## src/rtl/regfile_scoreboard_if.sv

```systemverilog
// Register-file / scoreboard bus: read ports, WB write port, issue port and
// the scoreboard status outputs.
//   master: pipeline side (drives addresses, write data, issue)
//   slave : regfile_scoreboard (returns read data, busy flags, busy count)
interface regfile_scoreboard_if #(
  parameter int unsigned DATA_W = 32,
  parameter int unsigned ADDR_W = 5,
  parameter int unsigned NUM_RD = 2
);
  logic [NUM_RD*ADDR_W-1:0] RSaddr_i;
  logic [NUM_RD*DATA_W-1:0] RSdata_o;
  logic [NUM_RD-1:0]        Busy_o;
  logic [ADDR_W-1:0]        RDaddr_i;
  logic [DATA_W-1:0]        RDdata_i;
  logic                     RegWrite_i;
  logic                     Issue_i;
  logic [ADDR_W-1:0]        IssueAddr_i;
  logic [ADDR_W:0]          BusyCnt_o;

  modport master (
    output RSaddr_i, RDaddr_i, RDdata_i, RegWrite_i, Issue_i, IssueAddr_i,
    input  RSdata_o, Busy_o, BusyCnt_o
  );

  modport slave (
    input  RSaddr_i, RDaddr_i, RDdata_i, RegWrite_i, Issue_i, IssueAddr_i,
    output RSdata_o, Busy_o, BusyCnt_o
  );
endinterface

```

## src/rtl/regfile_scoreboard.sv

```systemverilog
// Register file with NUM_RD combinational read ports, one clocked write port,
// optional write->read bypass, optional hardwired-zero r0, and a per-register
// busy scoreboard with a registered busy count for the hazard unit.
// Ports:
//   clk_i  - clock, all state updates on the rising edge
//   rst_i  - asynchronous active-high reset (clears registers and scoreboard)
//   bus    - regfile_scoreboard_if.slave: RSaddr_i/RSdata_o/Busy_o read side,
//            RDaddr_i/RDdata_i/RegWrite_i write side, Issue_i/IssueAddr_i,
//            BusyCnt_o
module regfile_scoreboard #(
  parameter int unsigned DATA_W   = 32,
  parameter int unsigned ADDR_W   = 5,
  parameter int unsigned NUM_RD   = 2,
  parameter int unsigned ZERO_REG = 1,
  parameter int unsigned BYPASS   = 1
) (
  input  logic                clk_i,
  input  logic                rst_i,
  regfile_scoreboard_if.slave bus
);

  localparam int unsigned DEPTH = 2 ** ADDR_W;
  localparam int unsigned CNT_W = ADDR_W + 1;

  logic [DATA_W-1:0]        regs [DEPTH];
  logic [DEPTH-1:0]         busy_q;
  logic [DEPTH-1:0]         busy_d;
  logic [CNT_W-1:0]         busy_cnt_q;
  logic [CNT_W-1:0]         busy_cnt_d;
  logic                     wr_ok;
  logic                     sb_set;
  logic                     sb_clr;
  logic                     cnt_inc;
  logic                     cnt_dec;
  logic [ADDR_W-1:0]        rd_addr;
  logic [NUM_RD*DATA_W-1:0] rs_data;
  logic [NUM_RD-1:0]        busy_rd;

  // Write and scoreboard qualifiers; r0 is protected only when hardwired.
  always_comb begin
    wr_ok  = bus.RegWrite_i & ~((ZERO_REG != 0) & (bus.RDaddr_i == '0));
    sb_set = bus.Issue_i & ~((ZERO_REG != 0) & (bus.IssueAddr_i == '0));
    sb_clr = bus.RegWrite_i;
  end

  // Next busy vector: set is applied after clear so a same-address issue wins.
  // The count tracks actual 0->1 / 1->0 transitions so it never drifts.
  always_comb begin
    busy_d = busy_q;
    if (sb_clr) busy_d[bus.RDaddr_i] = 1'b0;
    if (sb_set) busy_d[bus.IssueAddr_i] = 1'b1;

    cnt_inc = sb_set & ~busy_q[bus.IssueAddr_i];
    cnt_dec = sb_clr & busy_q[bus.RDaddr_i]
            & ~(sb_set & (bus.IssueAddr_i == bus.RDaddr_i));

    busy_cnt_d = busy_cnt_q;
    if (cnt_inc & ~cnt_dec)      busy_cnt_d = busy_cnt_q + CNT_W'(1);
    else if (cnt_dec & ~cnt_inc) busy_cnt_d = busy_cnt_q - CNT_W'(1);
  end

  // Register array write port.
  always_ff @(posedge clk_i or posedge rst_i) begin
    if (rst_i) begin
      for (int unsigned i = 0; i < DEPTH; i++) regs[i] <= '0;
    end else if (wr_ok) begin
      regs[bus.RDaddr_i] <= bus.RDdata_i;
    end
  end

  // Scoreboard state.
  always_ff @(posedge clk_i or posedge rst_i) begin
    if (rst_i) begin
      busy_q     <= '0;
      busy_cnt_q <= '0;
    end else begin
      busy_q     <= busy_d;
      busy_cnt_q <= busy_cnt_d;
    end
  end

  // Read ports: zero register, then bypass, then array. A forwarded source
  // is reported not-busy since its value is available this cycle.
  always_comb begin
    rs_data = '0;
    busy_rd = '0;
    rd_addr = '0;
    for (int unsigned k = 0; k < NUM_RD; k++) begin
      rd_addr = bus.RSaddr_i[k*ADDR_W +: ADDR_W];
      if ((ZERO_REG != 0) && (rd_addr == '0)) begin
        rs_data[k*DATA_W +: DATA_W] = '0;
        busy_rd[k]                  = 1'b0;
      end else begin
        if ((BYPASS != 0) && wr_ok && (bus.RDaddr_i == rd_addr))
          rs_data[k*DATA_W +: DATA_W] = bus.RDdata_i;
        else
          rs_data[k*DATA_W +: DATA_W] = regs[rd_addr];

        if ((BYPASS != 0) && sb_clr && (bus.RDaddr_i == rd_addr))
          busy_rd[k] = 1'b0;
        else
          busy_rd[k] = busy_q[rd_addr];
      end
    end
  end

  assign bus.RSdata_o  = rs_data;
  assign bus.Busy_o    = busy_rd;
  assign bus.BusyCnt_o = busy_cnt_q;

endmodule

```

## src/flat_wrapper.sv

```systemverilog
// flat-port wrapper written by rule: the top's interface ports become plain ports
module regfile_scoreboard_flat 
#(
  parameter int unsigned DATA_W   = 32,
  parameter int unsigned ADDR_W   = 5,
  parameter int unsigned NUM_RD   = 2,
  parameter int unsigned ZERO_REG = 1,
  parameter int unsigned BYPASS   = 1
)
  (clk_i, rst_i, bus_RSaddr_i, bus_RDaddr_i, bus_RDdata_i, bus_RegWrite_i, bus_Issue_i, bus_IssueAddr_i, bus_RSdata_o, bus_Busy_o, bus_BusyCnt_o);
  regfile_scoreboard_if #(.DATA_W(DATA_W), .ADDR_W(ADDR_W), .NUM_RD(NUM_RD)) bus_i ();
  input  logic clk_i;
  input  logic rst_i;
  input wire logic [$bits(bus_i.RSaddr_i)-1:0] bus_RSaddr_i;
  input wire logic [$bits(bus_i.RDaddr_i)-1:0] bus_RDaddr_i;
  input wire logic [$bits(bus_i.RDdata_i)-1:0] bus_RDdata_i;
  input wire logic [$bits(bus_i.RegWrite_i)-1:0] bus_RegWrite_i;
  input wire logic [$bits(bus_i.Issue_i)-1:0] bus_Issue_i;
  input wire logic [$bits(bus_i.IssueAddr_i)-1:0] bus_IssueAddr_i;
  output wire logic [$bits(bus_i.RSdata_o)-1:0] bus_RSdata_o;
  output wire logic [$bits(bus_i.Busy_o)-1:0] bus_Busy_o;
  output wire logic [$bits(bus_i.BusyCnt_o)-1:0] bus_BusyCnt_o;
  assign bus_i.RSaddr_i = bus_RSaddr_i;
  assign bus_i.RDaddr_i = bus_RDaddr_i;
  assign bus_i.RDdata_i = bus_RDdata_i;
  assign bus_i.RegWrite_i = bus_RegWrite_i;
  assign bus_i.Issue_i = bus_Issue_i;
  assign bus_i.IssueAddr_i = bus_IssueAddr_i;
  assign bus_RSdata_o = bus_i.RSdata_o;
  assign bus_Busy_o = bus_i.Busy_o;
  assign bus_BusyCnt_o = bus_i.BusyCnt_o;
  regfile_scoreboard #(.DATA_W(DATA_W), .ADDR_W(ADDR_W), .NUM_RD(NUM_RD), .ZERO_REG(ZERO_REG), .BYPASS(BYPASS)) u_core (.clk_i(clk_i), .rst_i(rst_i), .bus(bus_i));
endmodule
```

## config.mk

```make
export PLATFORM = sky130hd
export DESIGN_NAME = regfile_scoreboard_flat
export DESIGN_NICKNAME = d
export VERILOG_FILES = /design/src/rtl/regfile_scoreboard_if.sv /design/src/rtl/regfile_scoreboard.sv /design/src/flat_wrapper.sv
export SDC_FILE = /design/constraint.sdc
export NUM_CORES = 2
export LEC_CHECK = 0
export BUFFER_PORTS_ARGS = -buffer_cell sky130_fd_sc_hd__buf_2
export CORE_ASPECT_RATIO = 2
export CORE_UTILIZATION = 55
export CTS_BUF_LIST = sky130_fd_sc_hd__clkbuf_2
export DETAILED_ROUTE_END_ITERATION = 6
export PLACE_DENSITY_LB_ADDON = 0.25
export SYNTH_ARGS = -nofsm -noshare
export SYNTH_HDL_FRONTEND = slang
export SYNTH_SLANG_ARGS = --single-unit
export TNS_END_PERCENT = 5
```

## constraint.sdc

```tcl
create_clock -name clk_i -period 40 [get_ports clk_i]
set_clock_uncertainty 0.15 [all_clocks]
set_input_delay 2 -clock clk_i [delete_from_list [all_inputs] [get_ports clk_i]]
set_output_delay 2 -clock clk_i [all_outputs]
set_load 0.01 [all_outputs]
```

==> reports/results.tsv <==
stage	metric	value	unit
die	rows	167	
cells_and_area	utilization	0.5878	
worst_hold_path	hold_class	reg2reg	
sta	fin_setup_tns	0	ps
power	p_per_area	46.18	nW/um2
drt	vias	38960	
cells_and_area	finalNetCount	3967	
cells_and_area	fill_cells	8279	
critical_path	crit_fanout	68	
critical_path	ff2ff_path_depth	11	
power	peakVddDrop	0.02591	mV
clock_tree	ctsResizeCount	0	
sta	final-setup-viol-count	0	
die	die_w	230.4	um
sta	relSlewSlack	0.2391	
die	io_pins	128	
clock_tree	post_cts_buffers	0	
synth	avgSynthCellArea	14.67	um2
global_route	grt_start_max_net_pins	184	
synth	seq_area_frac_synth	0.4633	
sta	fin_crit	9422	ps
drt	drt_iter0_drc	3784	
power	power	2.808	mW
run	drv_cap	0	
synth	syn_inst	3909	
power	p_leak	26.69	nW
global_route	grt_use_total	0.3568	
critical_path	required	37850	ps
drt	drt_pass1_iterations	5	
placement	place_congestion	0.8277	
die	initial_core_util	0.5546	
global_route	overflow	0	
sta	maxClockFrequency	106.1	MHz
sta	slew_viol_final	0	
outcome	status	finished clean	
critical_path	cp-start-kind	primary input	
placement	dp_hpwl	101500	um
clock_tree	cts_root_buf	clkbuf_2	
synth	synthFlopType	dfrtp_1	
drt	vias_per_cell	7.151	
die	fp.coreArea	103400	um2
sta	worst_slew_pin_slew	1141	ps
clock_tree	cts_sinks	1062	
synth	synth_edf_count	0	
cells_and_area	stdcell_count	5448	
die	die_y	458.7	um
sta	finalHoldViolations	0	
drt	drtAntennaViolNets	0	
drt	drt_wl_total	183400	um
synth	ys_types	65	
worst_hold_path	hold_depth	0	
placement	place_inst	5026	
global_route	antenna_found_initial	7	
die	die_area	105700	um2
drt	drc_errors	0	
cells_and_area	area_growth	5.985	%
sta	grt_setup_unrepaired	false	
global_route	grt_pass1_wl	273000	um
clock_tree	clockBufferDepth	3	
clock_tree	clock_latency	1670	ps
drt	detail_route.wl_per_cell	33.66	um
synth	syn_area	57360	um2
clock_tree	clk_pin_slew	110	ps
critical_path	arrival	7270	ps
cells_and_area	drive_gt1_frac	0.4599	
placement	portBuffers	127	
sta	holdWs	258.6	ps
synth	synthArstFlopShare	1.000	
clock_tree	cts_buffers	229	
synth	ys_ff_latch	1062	
clock_tree	htree_levels	4	
synth	synth_top_area_cell	dfrtp_1	
synth	yosys_warnings	0	
critical_path	worstSetupEndpointType	output port	
clock_tree	cts_hold_buffers	0	
global_route	first_global_vias	40980	
synth	synth_fp_nets	3971	
critical_path	criticalPathCategory	in2out	
synth	synth_area_leaders	dfrtp_1 (46%), mux4_2 (21%), mux2_2 (14%)	
clock_tree	tritoncts	done	
sta	post-route-period-util	0.2356	
synth	synth_top_cell_area_share	0.4633	
-- cells in the final DEF, fill, tap and decap left out, drive strengths merged, types with 6 or more instances in the layout --
cell type     n
o21ai        86
a21oi        87
dfrtp      1062
clkinv       70
a211oi       47
a311oi        6
nand3        14
a22o         27
buf         204
clkbuf      339
mux2i        70
a22oi       103
o221ai       24
inv          22
a211o        44
nor2b        38
a221oi       16
mux4        534
a31oi         9
nor3          7
a32oi         6
diode         6
nand2       153
xnor2        11
nor2         46
or2           6
xor2          8
and3         10
mux2        970
and2          7
-- path summary, 6_finish.rpt --
kind	start	end	slack [ps]
setup / recovery	bus_RSaddr_i[0]	bus_RSdata_o[0]	30580
hold / removal	u_core.regs[997]	u_core.regs[997]	260
setup reg to reg	u_core.busy_q[7]	u_core.bus.BusyCnt_o[5]	36110
hold reg to reg	u_core.regs[997]	u_core.regs[997]	260
max in group asynchronous	rst_i	u_core.regs[576]	35850
min in group asynchronous	rst_i	u_core.regs[529]	340
-- state kept, by name (all words and copies together), names as in the netlist --
register and flops:
u_core.regs 1024, u_core.busy_q 32, u_core.bus.BusyCnt_o 6
-- critical path, stage by stage --
cell and delay (ps):
buf_8 610, buf_4 700, buf_4 760, buf_4 770, buf_4 660, mux4_2 580, a22o_1 260, a221oi_1 300
o221ai_1 270, buf_2 210
-- synth_stat cells (all sizes together) (3+ instances only) --
| cell type | n |
|---|---|
| or2 | 6 |
| nand3 | 14 |
| a22o | 27 |
| ha | 5 |
| clkbuf | 248 |
| nor3b | 5 |
| a32oi | 6 |
| and3 | 10 |
| o21ai | 86 |
| a21o | 3 |
| a211o | 44 |
| o2111ai | 3 |
| a311oi | 6 |
| o221ai | 24 |
| and2 | 7 |
| nor2b | 38 |
| o22ai | 5 |
| or4 | 3 |
| mux2 | 970 |
| nand4 | 3 |
| dfrtp | 1062 |
| a221oi | 16 |
| buf | 191 |
| xnor2 | 11 |
| a21oi | 87 |
| a211oi | 47 |
| nor3 | 7 |
| nand2b | 3 |
| nand2 | 153 |
| a31oi | 9 |
| mux2i | 70 |
| nor2 | 46 |
| a22oi | 103 |
| o311ai | 5 |
| nand3b | 5 |
| xor2 | 8 |
| inv | 18 |
| mux4 | 534 |
-- layout make-up --
class                   count  area, um2  share of cell area
diodes                      6      15.01           0.0002470
repair buffers            204       1318             0.02167
well taps                1352       1692             0.02782
inverters                  19      80.08            0.001317
clock inverters            77      406.6            0.006689
clock buffers             339       1697             0.02791
flip-flops and latches   1062      26580              0.4371
multi-input cells        2389      29010              0.4772
-- per-layer routing --
metal | global-route usage | up-vias | part of all wire
li1 | - | 15270 | -
met1 | 0.4443 | 20850 | 0.36
met2 | 0.5674 | 2134 | 0.49
met3 | 0.07288 | 694 | 0.084
met4 | 0.2321 | 6 | 0.070
met5 | 0 | - | 0.00021
-- per-stage QoR --
| stage | setup slack [ps] | area [um2] |
|---|---|---|
| after floorplan | 7956 | 57360 |
| after global placement | 30480 | 58680 |
| after detailed placement | 30430 | 58680 |
| after CTS | 30420 | 60780 |
| after global routing | 30140 | 60790 |
| final | 30580 | 60800 |
-- power breakdown --
group | internal, mW | switching [mW] | total, mW
logic | 0.390 | 0.283 | 0.673
clock network | 0.253 | 0.442 | 0.695
registers | 1.28 | 0.161 | 1.44
total | 1.92 | 0.886 | 2.81
-- logic make-up after synthesis --
logic type	share of synthesized area
muxes	0.4126
AOI/OAI and AO/OA	0.05793
DFF	0.4633
adders and majority gates	0.001440
buffers and inverters	0.03623
and+or+nand+nor	0.02565
xor gates and xnor gates	0.002901
Power figures use the tool's default switching activity.
